[src/rtl/counter_step_scheduler.sv]
`default_nettype none
// ============================================================================
// Module      : counter_step_scheduler
// Description : Round-robin burst scheduler for the counter datapath; paces
//               grants into prescaled one-cycle steps and mirrors the count.
// Revision    : 1.0 - initial release
// ============================================================================
module counter_step_scheduler #(
    parameter int WIDTH = 3,
    parameter int MOD_N = 6,
    parameter int LEN_W = 4,
    parameter int DIV   = 4
) (
    input  logic             clock,
    input  logic             reset,
    input  logic [1:0]       req,
    input  logic [LEN_W-1:0] len0,
    input  logic [LEN_W-1:0] len1,
    input  logic             clear,
    output logic [1:0]       gnt,
    output logic [1:0]       done,
    output logic             step,
    output logic             clr,
    output logic [WIDTH-1:0] count,
    output logic             wrap,
    output logic             busy
);

    localparam logic [1:0]       c_stIdle   = 2'd0;
    localparam logic [1:0]       c_stRun    = 2'd1;
    localparam logic [1:0]       c_stDone   = 2'd2;
    localparam logic [7:0]       c_divLast  = 8'(DIV - 1);
    localparam logic [WIDTH-1:0] c_countMax = WIDTH'(MOD_N - 1);
    localparam logic [LEN_W-1:0] c_lenOne   = {{(LEN_W-1){1'b0}}, 1'b1};

    logic [1:0]       r_state;
    logic [1:0]       r_gnt;
    logic             r_last;
    logic [LEN_W-1:0] r_remaining;
    logic [7:0]       r_divCnt;
    logic [WIDTH-1:0] r_count;
    logic             r_clr;
    logic [1:0]       w_grant;
    logic             w_stepDue;

    // Both requesting: the one not served last wins; otherwise the lone requester.
    always_comb begin
        w_grant = req;
        if (req == 2'b11) begin
            w_grant = r_last ? 2'b01 : 2'b10;
        end
    end

    // A due step is held off while clear is high so clear and step never coincide.
    assign w_stepDue = (r_state == c_stRun) && (r_divCnt == c_divLast) &&
                       (r_remaining != '0);
    assign step  = w_stepDue && !clear;
    assign wrap  = step && (r_count == c_countMax);
    assign gnt   = r_gnt;
    assign done  = (r_state == c_stDone) ? r_gnt : 2'b00;
    assign busy  = (r_state != c_stIdle);
    assign clr   = r_clr;
    assign count = r_count;

    always_ff @(posedge clock or negedge reset) begin
        if (!reset) begin
            r_state     <= c_stIdle;
            r_gnt       <= 2'b00;
            r_last      <= 1'b1;
            r_remaining <= '0;
            r_divCnt    <= '0;
            r_count     <= '0;
            r_clr       <= 1'b0;
        end else begin
            r_clr <= clear;
            if (clear) begin
                r_count <= '0;
            end else if (step) begin
                r_count <= wrap ? '0 : r_count + 1'b1;
            end

            case (r_state)
                c_stIdle: begin
                    if (w_grant != 2'b00) begin
                        r_state     <= c_stRun;
                        r_gnt       <= w_grant;
                        r_remaining <= w_grant[0] ? len0 : len1;
                        r_divCnt    <= '0;
                    end
                end
                c_stRun: begin
                    // DONE follows the final step directly, or at once for an empty burst.
                    if ((r_remaining == '0) || (step && (r_remaining == c_lenOne))) begin
                        r_state <= c_stDone;
                    end
                    if (step) begin
                        r_remaining <= r_remaining - 1'b1;
                        r_divCnt    <= '0;
                    end else if (r_divCnt != c_divLast) begin
                        r_divCnt <= r_divCnt + 1'b1;
                    end
                end
                c_stDone: begin
                    r_state <= c_stIdle;
                    r_gnt   <= 2'b00;
                    r_last  <= r_gnt[1];
                end
                default: begin
                    r_state <= c_stIdle;
                    r_gnt   <= 2'b00;
                end
            endcase
        end
    end

endmodule
`default_nettype wire

[config.mk]
export PLATFORM = sky130hd
export DESIGN_NAME = counter_step_scheduler
export DESIGN_NICKNAME = d
export VERILOG_FILES = /design/src/rtl/counter_step_scheduler.sv
export SDC_FILE = /design/constraint.sdc
export NUM_CORES = 1
export LEC_CHECK = 0
export BUFFER_PORTS_ARGS = -buffer_cell sky130_fd_sc_hd__buf_2
export CAP_MARGIN = 20
export CORE_MARGIN = 2
export CORE_UTILIZATION = 58
export DETAILED_ROUTE_END_ITERATION = 12
export PLACE_DENSITY = 0.83
export SETUP_SLACK_MARGIN = 0.2
export SYNTH_ARGS = -nofsm -noshare
export SYNTH_HDL_FRONTEND = slang
export SYNTH_SLANG_ARGS = --single-unit
[constraint.sdc]
create_clock -name clock -period 4.9 [get_ports clock]
set_input_delay 0.49 -clock clock [delete_from_list [all_inputs] [get_ports clock]]
set_output_delay 0.49 -clock clock [all_outputs]
set_load 0.05 [all_outputs]
## Word level (Yosys, flattened, before mapping)

Cells that the tools add are included.

- Register bits: 21
- Input bits: 13
- Word-level logic and storage cells: 59

- $add $sub $neg: 3
- Equality and inequality tests: 11
- Mux-type cells: 19
- Bitwise gates (word level): 1
- Reduce and logical (&&, ||, !) cells: 18

Operators with widths:

| kind | count |
|---|---|
| $mux W8 | 3 |
| $pmux W8 S2 | 1 |
| $mux W2 | 6 |
| $mux W4 | 3 |
| $mux W3 | 3 |
| $add A8 B1 Y8 const B | 1 |
| $eq A8 B2 Y1 const B | 1 |
| $ne A8 B2 Y1 const B | 1 |
| $pmux W2 S2 | 2 |
| $pmux W4 S2 | 1 |
| $reduce_bool A2 Y1 | 4 |
| $reduce_and A3 Y1 | 2 |
| $logic_and A1 B1 Y1 | 5 |
| $eq A2 B2 Y1 const B | 2 |
| $eq A4 B1 Y1 const B | 1 |
| $logic_not A4 Y1 | 1 |
| $ne A2 B2 Y1 const B | 2 |
| $reduce_and A2 Y1 | 2 |
| $reduce_bool A4 Y1 | 1 |
| $sub A4 B1 Y4 const B | 1 |
| $add A3 B1 Y3 const B | 1 |
| $eq A3 B3 Y1 const B | 1 |
| $ne A3 B2 Y1 const B | 1 |
| $eq A2 B1 Y1 const B | 1 |
| other kinds (5) | 5 |

## Logic depth before layout (Yosys ltp)

Gate-level depths: netlist of the first run.

- Depth in word-level cells: 8
- Depth in mapped cells: 7

## Least setup slack after synthesis of the first run

Ideal clock, no wire load.

- Kind: register to output
- From: register r_divCnt[4]
- To: output port wrap
- Arrival: 2.267 ns
- Setup slack: 2.143 ns
- Cell stages (with the launch flop): 5
- Buffers on the path: 0
- Cells stage by stage: dfrtp_1 -> or4_4 -> nor3_1 -> and3_1 -> and3_1

- Longest elaborated chain between the ends: 5

Ends and longest elaborated chain:

| element | line | text |
|---|---|---|
| from (decl) | 40 | `logic [7:0] r_divCnt;` |
| from (signal assigned) | 100 | `r_divCnt <= r_divCnt + 1'b1;` |
| $eq A8 B2 Y1 | 55 | `assign w_stepDue = (r_state == c_stRun) && (r_divCnt == c_divLast) &&` |
| $logic_and A1 B1 Y1 (2 in series) | 55 |  |
| $logic_and A1 B1 Y1 | 57 | `assign step = w_stepDue && !clear;` |
| net step | 22 | `output logic step,` |
| $logic_and A1 B1 Y1 | 58 | `assign wrap = step && (r_count == c_countMax);` |
| to (decl) | 25 | `output logic wrap,` |

The timed path passes the listed nets, and every way through them passes these cells.

## Worst setup path after layout of the first run

- From: register r_remaining[0]
- To: output port wrap

- Longest elaborated chain between the ends: 4

Ends and longest elaborated chain:

| element | line | text |
|---|---|---|
| from (decl) | 39 | `logic [LEN_W-1:0] r_remaining;` |
| from (signal assigned) | 87 | `r_remaining <= w_grant[0] ? len0 : len1;` |
| from (signal assigned) | 97 | `r_remaining <= r_remaining - 1'b1;` |
| $reduce_bool A4 Y1 | 56 | `(r_remaining != '0);` |
| $logic_and A1 B1 Y1 | 55 |  |
| $logic_and A1 B1 Y1 | 57 |  |
| $logic_and A1 B1 Y1 | 58 |  |

No other way between the ends.

==> results of run 1 <==
[registers in the layout, summed over array words and instances (netlist names)]
register     cells
clr              1
r_divCnt         8
r_last           1
r_state          2
gnt              2
r_remaining      4
count            3
[how the worst max path moves through the flow]
| stage | from | end | depth (start not counted) |
|---|---|---|---|
| 6_report | r_remaining[0] | wrap | 7 |
| 5_1_grt | r_remaining[0] | wrap | 7 |
| 4_1_cts | r_remaining[0] | wrap | 7 |
| 3_5_place_dp | r_remaining[0] | wrap | 7 |
| 3_3_place_gp | r_divCnt[4] | wrap | 5 |
| 2_1_floorplan | r_divCnt[4] | wrap | 4 |
[cells by family (layout without fill, tap and decap cells)]
kind of cell	Yosys count	count (layout)	share of synthesized area
buffers and inverters	16	38	0.04724
DFF	21	21	0.4144
and+or+nand+nor	52	52	0.2175
adders and majority gates	5	5	0.04921
AOI/OAI and AO/OA	41	41	0.2067
muxes	8	8	0.06496
[power by group through the flow]
stage / clock, uW / combinational [uW] / sequential [uW]
final: 85.3 / 385 / 300
after global routing: 94.3 / 429 / 309
after CTS: 86.9 / 382 / 298
after detailed placement: 0 / 382 / 301
after global placement: 0 / 364 / 295
after floorplan: 0 / 277 / 313
[cell type report]
class	count	area, sq um
multi-input combinational	106	684.4
fill	170	593.1
sequential	21	526.8
timing repair buffer	23	115.1
inverter	11	41.29
tap	27	33.78
clock buffer	3	22.52
clock inverter	1	5.005
[worst max-delay path, cell delays in order, from the launching register on]
cell and delay [ps]:
sky130_fd_sc_hd__dfrtp_1 440, sky130_fd_sc_hd__inv_1 70, sky130_fd_sc_hd__ha_1 190, sky130_fd_sc_hd__nor3b_1 550, sky130_fd_sc_hd__nor2_1 190, sky130_fd_sc_hd__and3_1 210
sky130_fd_sc_hd__and3_1 170, sky130_fd_sc_hd__buf_2 200
[placed cells by master, fill, tap and decap left out, types with 2 or more instances in the layout]
cell,instances
sky130_fd_sc_hd__and3_1,5
sky130_fd_sc_hd__a21oi_1,16
sky130_fd_sc_hd__nor2_1,12
sky130_fd_sc_hd__nand3_1,4
sky130_fd_sc_hd__ha_1,5
sky130_fd_sc_hd__a31oi_1,3
sky130_fd_sc_hd__nand2_1,9
sky130_fd_sc_hd__o21ai_1,3
sky130_fd_sc_hd__inv_1,11
sky130_fd_sc_hd__mux2i_1,6
sky130_fd_sc_hd__o21ai_0,11
sky130_fd_sc_hd__buf_2,23
sky130_fd_sc_hd__or2_2,2
sky130_fd_sc_hd__nand4_1,3
sky130_fd_sc_hd__dfrtp_1,20
sky130_fd_sc_hd__clkbuf_4,3
sky130_fd_sc_hd__nor3_1,5
sky130_fd_sc_hd__nand2b_1,6
sky130_fd_sc_hd__mux2_2,2
[metrics by stage]
stage,hold WS [ps],area [sq um]
6_report,116.1,1429
5_1_grt,138.5,1429
4_1_cts,126.6,1429
3_5_place_dp,475.0,1401
3_3_place_gp,466.3,1401
2_1_floorplan,194.4,1271
[metal layers]
layer | wire, microns | part of all wire | track usage | vias to the layer above
met5 | 0 | 0 | 0 | -
met2 | 1401 | 0.50 | 0.4276 | 40
met3 | 126 | 0.045 | 0.05263 | 11
li1 | - | - | - | 555
met4 | 82 | 0.029 | 0.1441 | 0
met1 | 1219 | 0.43 | 0.2830 | 547
==> metrics.md, run 1 <==
| Metric | Value |
|---|---|
| Outcome | complete, no violations |
| Routed wire length per instance | roughly 15 microns |
| Largest net degree at the start of global routing | 22 |
| Post-CTS setup buffer count | 0 |
| Vias per inst | roughly 6.0 |
| Setup slack after layout | a little over 2000 ps |
| Count of TritonRoute iterations in the first routing pass | 4 |
| Horizontal die dimension | roughly 50 microns |
| Total global-route track usage | 0.2479 |
| Number of nets produced by synthesis | 161 |
| Area added between synthesis and finish | 12.40% |
| Most area-hungry cell type in the Yosys netlist | sky130_fd_sc_hd__dfrtp_1 |
| Setup TNS after final layout | 0 ps |
| Required arrival time at the worst endpoint | roughly 4400 ps |
| Ranking of synthesized cells by area | sky130_fd_sc_hd__dfrtp_1 39%, sky130_fd_sc_hd__a21oi_1 6.3%, sky130_fd_sc_hd__ha_1 4.9% |
| Total wire length after detailed routing | between 2 and 3 mm |
| Number of setup violations in the final report | 0 |
| Root Driver | sky130_fd_sc_hd__clkbuf_4 |
| Wire length of the first global-routing pass | 4.809 mm |
| Reported net switching power | between 300 and 400 uW |
| Min Clock Period, post-route | about 2800 ps |
| Internal portion of total power | about 400 uW |
| Switching part of the total power | 0.4813 |
| DR vias | approximately 1200 |
| Post-cts repair resize count | 0 |
| Post-route non-filler standard cell count | 192 |
| Crit-path max FO | 5 |
| RSZ-0062 raised after global routing | false |
| PortBufs | 23 |
| Terminus of the critical flop-to-flop path | r_divCnt[2] |
| Most frequently used flop master after synthesis | sky130_fd_sc_hd__dfrtp_1 |
| Area fraction of the dominant cell type after synthesis | 0.3937 |
| Number of synthesized register bits | 21 |
| Worst-Skew Late Latency | just over 300 ps |
| Most common cell in the synthesized netlist | sky130_fd_sc_hd__dfrtp_1 |
| Antenna Nets Post-Route | 0 |
| Mean area per synthesized cell | a little under 9 sq um |
| Initial core utilization | 0.6287 |
| Die outline height | just over 50 microns |
| Final global-route overflow total | 0 |
| Final hold vios | 0 |
| TritonCTS clock tree | yes |
| DPL Wire Length | 2.117 mm |
| Pre-CTS worst setup slack | roughly 2400 ps |
| Slew Limit Headroom | 0.4218 |
| Maximum number of buffers from clock root to sink | 2 |
| Critical path endpoint category | primary output |
| Top-level port count | 24 |
| Final core occ | 0.7067 |
| Remaining routing DRC violations | 0 |
| Die area | 2582 sq um |
| Share of post-route cells with drive strength above 1 | 0.2242 |
| Cell total after placement | roughly 190 |
| Post-cts hold buffer count | 0 |
| Final net count | approximately 180 |
| Post-synth ARST share | 1.000 |
| Final-report max-slew violation count | 0 |
| Maxcap violations | 0 |
| Number of antenna violations at the first check in global routing | 0 |
| Worst Setup Start Kind | flip-flop |
| Maximum clock skew at final layout | approximately 2.4 ps |
| Setup CP Type | reg2out |
| Mapped Area | 1271 sq um |
| Number of enable flip-flop cells after synthesis | 0 |
| FP Rows | 16 |
| Class of the most critical hold timing path | in2async |
| Worst ir drop on vdd | 0.0003565 V |
| RD Place Congestion | between 0.8 and 0.9 |
| Sequential share of power | 0.389 |
| Sink Count | 21 |
| Num CTS Buffers | 3 |
| Final worst-path cycle share | 0.5768 |
| R2R cell count | 7 |
| Synth warnings | 0 |
| Leak | just over 0.0007 uW |
| Number of levels the H-tree was split into | 1 |
| Power consumption | 770.3 uW |
| Transition time at the pin with the least slew margin | between 800 and 900 ps |
| Reg2reg start | r_remaining[0] |
| Worst reg2reg setup slack | ~2600 ps |
| Critical Path AT | around 2300 ps |
| Most common library cells after synthesis | 20 x sky130_fd_sc_hd__dfrtp_1, 16 x sky130_fd_sc_hd__a21oi_1, 12 x sky130_fd_sc_hd__nor2_1 |
| Area of the core | slightly above 2000 sq um |
| Clock-pin slew on the worst setup and hold paths | 120 ps |
| Synth Instances | roughly 140 |
| Number of DRC violations after detailed-routing iteration 0 | 43 |
| Relative contribution of combinational cells to total power | 0.500 |
| Antenna fix cells | 0 |
| Number of global-route vias before repair | about 1100 |
| PwrDens | 539.1 nW/um^2 |
| Clock power frac | 0.111 |
| Register area share after synthesis | 0.4144 |
| Fmax | approximately 350 MHz |
| Number of distinct library cell variants in the gate-level netlist after synthesis | 34 |
No activity file was read; power rests on OpenSTA's default activity.
==> run 2, diff against run 1 <==
- CORE_UTILIZATION: 58 -> 49
- PLACE_DENSITY: 0.83 -> 0.75
- clock period: 4.9 -> 2.4 ns (I/O delays scaled with it)
==> run 2 against run 1 <==
Net effect: clock-buffer cell count unchanged; clock skew up 2.6 ps; hold slack better by 3.9 ps; sequential share of layout area down 3.0 points; highest routed layer unchanged.
==> metrics.md, run 2 (synthesis results as in run 1) <==
| Metric | Value |
|---|---|
| Outcome | complete, no violations |
| Top-level port count | 24 |
| Most flop-heavy register | r_divCnt |
| R2R cell count | 5 |
| Worst ir drop on vdd | ~0.0007 V |
| Kind of cell adding the most delay to the critical path | simple AND/OR/NAND/NOR gates |
| Leak | around 0.00077 uW |
| Max FFs per register | 8 |
| GRT met3 Usage | 0.02419 |
| Initial core utilization | 0.5131 |
| Cell total after placement | ~190 |
| Number of global-route vias before repair | 1056 |
| Antenna fix cells | 0 |
| Critical Path AT | about 2000 ps |
| Total non-filler cell area in the finished layout | roughly 1600 sq um |
| Remaining routing DRC violations | 0 |
| Number of setup violations in the final report | 0 |
| Clock-pin slew on the worst setup and hold paths | 120 ps |
| DR vias | roughly 1100 |
| Maximum number of buffers from clock root to sink | 2 |
| Cell count along the critical path | 5 |
| Sink Count | 21 |
| Number of antenna violations at the first check in global routing | 0 |
| FP Rows | 18 |
| RSZ-0062 raised after global routing | true |
| Critical path endpoint category | primary output |
| Number of DRC violations after detailed-routing iteration 0 | 33 |
| Die outline height | 54.94 microns |
| Setup CP Type | reg2out |
| Largest net degree at the start of global routing | 22 |
| Routed wire length per instance | 13.81 microns |
| Number of levels the H-tree was split into | 1 |
| Transition time at the pin with the least slew margin | between 500 and 600 ps |
| Die area | about 3000 sq um |
| Setup TNS after final layout | 0 ps |
| Top Usage Layer GRT | met2 |
| Root Driver | sky130_fd_sc_hd__clkbuf_4 |
| Standard cell with the maximum stage delay on the critical path | sky130_fd_sc_hd__or4_4 |
| Share of post-route cells with drive strength above 1 | 0.3011 |
| Maximum clock skew at final layout | 4.941 ps |
| Area added between synthesis and finish | 22.74% |
| Final net count | 195 |
| Final-report max-slew violation count | 0 |
| Count of buffering cells on the critical path with inverters included | 1 |
| Maxcap violations | 0 |
| Final hold vios | 0 |
| Slew Limit Headroom | 0.6424 |
| Cells along the critical path | or4_4, nor3_4, and3_4, and3_2, buf_8 |
| Crit-path max FO | 2 |
| Most common cell after layout, fill and taps aside | sky130_fd_sc_hd__buf_2 |
| Fmax | 451.7 MHz |
| Area of the core | ~2500 sq um |
| Highest cell delay on the worst timing path | 540 ps |
| Final global-route overflow total | 0 |
| Class of the most critical hold timing path | in2reg |
| PortBufs | 23 |
| GR Util met2 | 0.3552 |
| Min Clock Period, post-route | ~2200 ps |
| Total global-route track usage | 0.2136 |
| Hold Crit Depth | 1 |
| Worst-Skew Late Latency | ~310 ps |
| Fin Hold WS | between 100 and 150 ps |
| Worst Setup Start Kind | flip-flop |
| Num CTS Buffers | 3 |
| Wire length of the first global-routing pass | about 4.6 mm |
| Total wire length after detailed routing | 2.845 mm |
| Count of TritonRoute iterations in the first routing pass | 4 |
| Final worst-path cycle share | 0.9224 |
| PwrDens | 1081 nW/um^2 |
| Post-route non-filler standard cell count | 206 |
| TritonCTS clock tree | yes |
| Final core occ | 0.6298 |
| Fillers | between 200 and 250 |
| Vias per inst | approximately 5.6 |
| RD Place Congestion | about 0.84 |
| Commonest cells after routing, fill and taps aside | 22 x sky130_fd_sc_hd__buf_2, 19 x sky130_fd_sc_hd__dfrtp_1, 16 x sky130_fd_sc_hd__a21oi_1 |
| Antenna Nets Post-Route | 0 |
| Required arrival time at the worst endpoint | 2160 ps |
| Area after DPL | about 1400 sq um |
| Met1 demand-to-capacity share in global routing | 0.2857 |
| Horizontal die dimension | 54.94 microns |
| DPL Wire Length | 2.029 mm |
[run 2: cell types whose count changed in the layout (fill, tap and decap cells not counted), sizes merged]
cell,change
buf,+10
dlygate4sd3,+1
[run 2: power by group]
part / leakage, uW / internal (uW) / switching (uW)
Combinational: 0.000490 / 365 / 523
Clock: 0.0000177 / 62.3 / 112
Sequential: 0.000264 / 472 / 152
Total: 0.000772 / 899 / 788
[run 2: final timing paths]
check / start / to / slack, ps
worst max-delay path: r_divCnt[4] / wrap / 190
worst min-delay path: clear / clr / 120
worst max register to register: r_divCnt[4] / r_remaining[2] / 320
worst min register to register: r_divCnt[7] / r_divCnt[7] / 500
max in group asynchronous: reset / r_last / 1650
min in group asynchronous: reset / r_remaining[3] / 410
[run 2: through the flow]
| step | power (uW) | setup slack [ps] |
|---|---|---|
| final | 1687 | 186.4 |
| after global placement | 1383 | 204.5 |
| after detailed placement | 1419 | 174.7 |
| after floorplan | 1209 | 230.0 |
| after global routing | 1835 | 103.0 |
| after CTS | 1633 | 188.1 |
[run 2: what timing repair did]
action | in CTS | in global routing
setup endpoints to repair | 7 | 8
pin swaps | 0 | 1
resized for setup | 8 | 1
setup buffers | 2 | 5
endpoints found under the hold margin | 20 | 0
gates cloned | 0 | 0
hold buffers | 1 | 0
[run 2: worst reg2reg max path: stages, from the launching register on]
cell and delay, ps:
sky130_fd_sc_hd__dfrtp_2 430, sky130_fd_sc_hd__or4_4 540, sky130_fd_sc_hd__or3_4 390, sky130_fd_sc_hd__o32ai_4 270
sky130_fd_sc_hd__o21ai_1 110, sky130_fd_sc_hd__a22o_1 240
[run 2: final cells by class]
class / count / area [sq um] / share of cell area
inverters: 11 / 41.29 / 0.02646
multi-input cells: 106 / 715.7 / 0.4587
well taps: 30 / 37.54 / 0.02406
repair buffers: 34 / 210.2 / 0.1347
clock inverters: 1 / 5.005 / 0.003208
clock buffers: 3 / 22.52 / 0.01443
flip-flops and latches: 21 / 528.0 / 0.3384
[run 2: routing by layer]
layer	wire, microns	vias up
met5	0	-
met2	1367	27
met4	42	0
met3	103	5
met1	1332	531
li1	-	583
